`src/rtl/dm_lane_mem.sv`:
```
// Byte-addressed data memory for the MEM stage: little-endian lane placement, load extension,
// misalignment flagging, registered reads and a sequential clear engine. Optional macro: DM_STICKY_ERR_EN.
module dm_lane_mem #(
  parameter int          AW       = 8,
  parameter logic [31:0] INIT_VAL = 32'h0000_0000
) (
  input  logic          clk,
  input  logic          clr_n,
  input  logic          init_start,
  output logic          busy,
  input  logic          req_valid,
  input  logic          req_we,
  input  logic [1:0]    mode,
  input  logic          sign_ext,
  input  logic [AW-1:0] addr,
  input  logic [31:0]   wdata,
  output logic [31:0]   rdata,
  output logic          rvalid,
  output logic          misalign,
  output logic          err_sticky,
  input  logic [AW-3:0] dbg_addr,
  output logic [31:0]   dbg_data
);

  localparam int            DEPTH    = 1 << (AW - 2);
  localparam logic [AW-3:0] PTR_LAST = {(AW-2){1'b1}};

  typedef enum logic {
    S_CLEAR,
    S_IDLE
  } state_t;

  state_t        r_state;
  state_t        w_state_nxt;
  logic [AW-3:0] r_ptr;
  logic [AW-3:0] w_ptr_nxt;
  logic          w_clear_we;
  logic          w_accept;

  logic [31:0]   r_mem [DEPTH];
  logic [31:0]   r_rdata;
  logic          r_rvalid;
  logic          r_misalign;

  logic [AW-3:0] w_widx;
  logic          w_err;
  logic [3:0]    w_be;
  logic [31:0]   w_wlane;
  logic [31:0]   w_word;
  logic [15:0]   w_half;
  logic [7:0]    w_byte;
  logic [31:0]   w_load;

  always_ff @(posedge clk or negedge clr_n) begin
    if (!clr_n) begin
      r_state <= S_CLEAR;
      r_ptr   <= '0;
    end else begin
      r_state <= w_state_nxt;
      r_ptr   <= w_ptr_nxt;
    end
  end

  // The clear engine owns the memory while in S_CLEAR; requests are only seen in S_IDLE.
  always_comb begin
    w_state_nxt = r_state;
    w_ptr_nxt   = r_ptr;
    w_clear_we  = 1'b0;
    w_accept    = 1'b0;
    case (r_state)
      S_CLEAR: begin
        w_clear_we = 1'b1;
        w_ptr_nxt  = r_ptr + 1'b1;
        if (r_ptr == PTR_LAST) begin
          w_state_nxt = S_IDLE;
          w_ptr_nxt   = '0;
        end
      end
      S_IDLE: begin
        if (init_start) begin
          w_state_nxt = S_CLEAR;
          w_ptr_nxt   = '0;
        end else begin
          w_accept = req_valid;
        end
      end
      default: w_state_nxt = S_CLEAR;
    endcase
  end

  assign busy   = (r_state == S_CLEAR);
  assign w_widx = addr[AW-1:2];

  always_comb begin
    w_err   = 1'b0;
    w_be    = 4'h0;
    w_wlane = wdata;
    case (mode)
      2'b00: begin
        w_err = (addr[1:0] != 2'b00);
        w_be  = 4'hF;
      end
      2'b01: begin
        w_err   = addr[0];
        w_be    = addr[1] ? 4'hC : 4'h3;
        w_wlane = {2{wdata[15:0]}};
      end
      2'b10: begin
        w_be    = 4'b0001 << addr[1:0];
        w_wlane = {4{wdata[7:0]}};
      end
      default: w_err = 1'b1;
    endcase
  end

  assign w_word = r_mem[w_widx];
  assign w_half = addr[1] ? w_word[31:16] : w_word[15:0];
  assign w_byte = w_word[{addr[1:0], 3'b000} +: 8];

  always_comb begin
    w_load = '0;
    case (mode)
      2'b00:   w_load = w_word;
      2'b01:   w_load = {{16{sign_ext & w_half[15]}}, w_half};
      2'b10:   w_load = {{24{sign_ext & w_byte[7]}}, w_byte};
      default: w_load = '0;
    endcase
  end

  always_ff @(posedge clk) begin
    if (w_clear_we) begin
      r_mem[r_ptr] <= INIT_VAL;
    end else if (w_accept && req_we && !w_err) begin
      for (int i = 0; i < 4; i++) begin
        if (w_be[i]) r_mem[w_widx][i*8 +: 8] <= w_wlane[i*8 +: 8];
      end
    end
  end

  // Error loads still complete (rdata = 0) so the pipeline never waits on a missing response.
  always_ff @(posedge clk or negedge clr_n) begin
    if (!clr_n) begin
      r_rdata    <= '0;
      r_rvalid   <= 1'b0;
      r_misalign <= 1'b0;
    end else begin
      r_rvalid   <= w_accept & ~req_we;
      r_misalign <= w_accept & w_err;
      if (w_accept && !req_we) r_rdata <= w_err ? 32'h0 : w_load;
    end
  end

  assign rdata    = r_rdata;
  assign rvalid   = r_rvalid;
  assign misalign = r_misalign;
  assign dbg_data = r_mem[dbg_addr];

`ifdef DM_STICKY_ERR_EN
  logic r_err_sticky;

  always_ff @(posedge clk or negedge clr_n) begin
    if (!clr_n) begin
      r_err_sticky <= 1'b0;
    end else if (r_state == S_IDLE && init_start) begin
      r_err_sticky <= 1'b0;
    end else if (w_accept && w_err) begin
      r_err_sticky <= 1'b1;
    end
  end

  assign err_sticky = r_err_sticky;
`else
  assign err_sticky = 1'b0;
`endif

endmodule

```
`config.mk`:
```
export PLATFORM = sky130hd
export DESIGN_NAME = dm_lane_mem
export DESIGN_NICKNAME = d
export VERILOG_FILES = /design/src/rtl/dm_lane_mem.sv
export SDC_FILE = /design/constraint.sdc
export NUM_CORES = 2
export LEC_CHECK = 0
export CORE_AREA = 3 3 412 414
export DETAILED_ROUTE_END_ITERATION = 16
export DIE_AREA = 0 0 415 417
export HOLD_SLACK_MARGIN = 0.15
export PLACE_DENSITY_LB_ADDON = 0.3
export SYNTH_ARGS = -nofsm -noshare
export SYNTH_HDL_FRONTEND = slang
export SYNTH_SLANG_ARGS = --single-unit
export TNS_END_PERCENT = 30
```
`constraint.sdc`:
```
create_clock -name clk -period 6.2 [get_ports clk]
set_input_delay 1.24 -clock clk [delete_from_list [all_inputs] [get_ports clk]]
set_output_delay 1.24 -clock clk [all_outputs]
set_load 0.03 [all_outputs]
```
==> results.md <==
* H-tree levels at 4
* Crit-path max cell delay at 0.53 ns
* Routed Antenna Nets at 0
* Initial antenna violation count at 17
* Mux share of post-synthesis cell area at 0.2934
* CTS Buf Count at 205
* First-pass DRT Iterations at 8
* Cell variety after synth at 70
* Synth Area in XOR/XNOR at 0.0001785
* Gr ovfl total at 0
* Share of layout cells above drive strength 1 at 0.3906
* CP Launch Type: input port
* Routed len/inst at 39.79 um
* Leak pwr at 0.03291 uW
* Compound-Gate Fraction of Synth Area at 0.02347
* Endpoints failing setup at 0
* VDD IR max at 0.3442 mV
* Maxcap violations at 0
* Vias in the first global route at 57,442
* Via/cell ratio at 7.576
* GPL Wtd Cong at 0.9980
* CP top delay family: buffers and inverters
* Drc violations at 0
* Die area at 173,100 um2
* Synthesized net count at 4,835
* # resized after CTS at 0
* Arrival @ worst endpoint at 4.81 ns
* Cell area after layout at 111,700 um2
* Final Hold Vio Count at 0
* Rel. slew slack at -0.002161
* Post-synthesis sequential area ratio at 0.6372
* Outcome: complete, but fails checks
* Bufs and invs on worst path at 6
* Setup CP Type: in2out
* HPWL Detailed at 198,000 um
* Synth top area cells: edfxtp_1, mux4_2, nor2_1
* Yosys reg bits at 2,089
* Total global-route track usage at 0.3532
* Pwr dens at 311.6 nW/um2
* Final period util at 0.9762
* Std-Cell Core Area at 166,700 um2
* Violated checks: slew limit
* Post-synth EDFFs at 2,048
* DRT iter0 DRCs at 9,983
* First-pass GRT wire length at 428,400 um
* Top cell by count, worst path: buf_4
* Initial Utilization at 0.5888
* Die W at 415 um
* Num rows at 150
* Main combinational cell family by area after synthesis: multiplexers
* Leading area contributor after synthesis: edfxtp_1
* Ys flop type: edfxtp_1
* Dpl cell area at 105,000 um2
* RSZ-0062 raised after global routing: false
* Area share of the largest cell type after synthesis at 0.6267
* Clock Sinks at 2,089
* Fin crit period at 6.053 ns
* Pin count of the biggest net entering global routing at 72
* Worst path cell trace: buf_8 > buf_12 > buf_12 > buf_4 > mux4_2 > mux4_2 > mux2i_1 > o21ai_0 > buf_4 > buf_4
* DIE HEIGHT at 417 um
* Async SR Flop Fraction at 0.01963
* Syn-to-layout area delta at 13.82%
* Final clock skew at 0.03200 ns
* Adder-cell share of the synthesized area at 0.0006376
* Final Slew Violations at 1
* HP Class: reg2reg
* Max Freq at 165.2 MHz
* Fillers at 10,404
* Via count at 57,610
* Slew @ Worst Pin at 1.503 ns
* Post-Route WL at 302,600 um
* Worst endpoint required time at 4.96 ns
* Syn Area/Cell at 20.55 um2
* Most instantiated cells after synthesis: edfxtp_1, mux4_2, nor2_1
* Clock transition at path regs at 0.06 ns
* Hold buffer count at CTS at 0
* CTS tree: built
* Post-synthesis cell area at 98,120 um2
* Worst Setup End Kind: output pin
* Simple-gate share of the synthesized area at 0.02636
* CP max stage cell: o21ai_0
* IO buf count at 120
* Post-synthesis cell count at 4,776
* CTS Buffer Depth at 3
* Setup TNS at 0 ns
* Synth warn at 0
* CP Max Fanout at 27
* CTS root buffer: clkbuf_16
* I/O pin count at 122
* Top-count cell post-synth: edfxtp_1
* Post-CTS Setup Inserts at 0
* Later-pin clock latency in the skew report at 0.85 ns
* Final net count at 5,285
[worst paths after layout]
kind / cells after the start / start / endpoint / slack, ns
setup / recovery: 10 / dbg_addr[0] / dbg_data[6] / 0.15
hold / removal: 2 / rdata[31] / rdata[31] / 0.51
setup reg to reg: 8 / r_state / r_mem[14][17] / 1.90
hold reg to reg: 2 / rdata[31] / rdata[31] / 0.51
max in group asynchronous: 1 / clr_n / r_ptr[4] / 4.97
min in group asynchronous: 1 / clr_n / rdata[5] / 0.58
[registers in the layout (all words and copies together), names as in the netlist]
register  count
rvalid        1
r_mem      2048
rdata        32
r_state       1
misalign      1
r_ptr         6
[worst min-delay path, cell delays in order (launching register included)]
cell	delay, ns
dfrtp_1	0.35
a21oi_1	0.06
o21ai_0	0.07
[power breakdown]
part           switching [uW]  internal [uW]
logic                    3330           2080
registers                 485          16400
clock network            5370           7180
[layer usage]
metal | vias to the layer above | routed length (um) | global-route usage
met2 | 4744 | 144300 | 0.5489
met3 | 938 | 39030 | 0.09433
met1 | 30167 | 97010 | 0.4547
met5 | - | 83 | 0
met4 | 14 | 22160 | 0.2109
li1 | 21747 | - | -
[per-stage QoR]
stage	std cells	power (uW)	utilization	setup slack (ns)	hold slack, ns
4_1_cts	7598	34730	0.6701	0.1484	0.5158
2_1_floorplan	4776	19840	-	0.1888	0.5560
6_report	7604	34810	0.6702	0.1475	0.5120
3_3_place_gp	7223	22220	0.6300	0.1677	0.4794
5_1_grt	7600	35610	0.6701	0.1027	0.5233
3_5_place_dp	7223	22350	0.6300	0.1472	0.4992
[cells by family (layout without fill, tap and decap cells)]
family	count (synthesis)	after routing
and+or+nand+nor	614	614
muxes	1327	1327
other	1	7
adders and majority gates	5	5
xor gates and xnor gates	2	2
buffers and inverters	397	1015
AOI/OAI and AO/OA	341	341
DFF	2089	2089
[cell type report]
class	count	area, um2	area share
multi-input combinational	2290	34140	0.3056
tap	2204	2758	0.02469
inverter	24	98.84	0.0008850
timing repair buffer	616	5477	0.04903
clock inverter	126	1321	0.01183
antenna	6	15.01	0.0001344
clock buffer	249	5359	0.04798
sequential	2089	62530	0.5598
[cells in the final DEF (no fill, tap or decap), types with 8 or more instances in the layout]
cell type / count
nor4_1: 9
o21ai_0: 51
clkinv_2: 34
a211oi_4: 8
o22ai_1: 18
buf_12: 48
o21ai_1: 17
buf_4: 472
bufinv_16: 25
clkbuf_1: 41
a22oi_1: 83
nor2b_1: 17
nand3_1: 24
clkinv_1: 53
nor2_1: 315
inv_1: 15
a32oi_1: 25
nand2_1: 159
mux2i_1: 66
nand2b_1: 10
a21oi_1: 63
clkbuf_16: 208
nor3_1: 17
and2_2: 8
clkdlybuf4s50_1: 87
o2111ai_1: 9
mux4_1: 22
dfrtp_1: 41
edfxtp_1: 2048
a22o_1: 8
mux4_2: 1206
mux2_2: 30
o211ai_1: 11
nor2_4: 19
(Power assumes the default switching activity.)
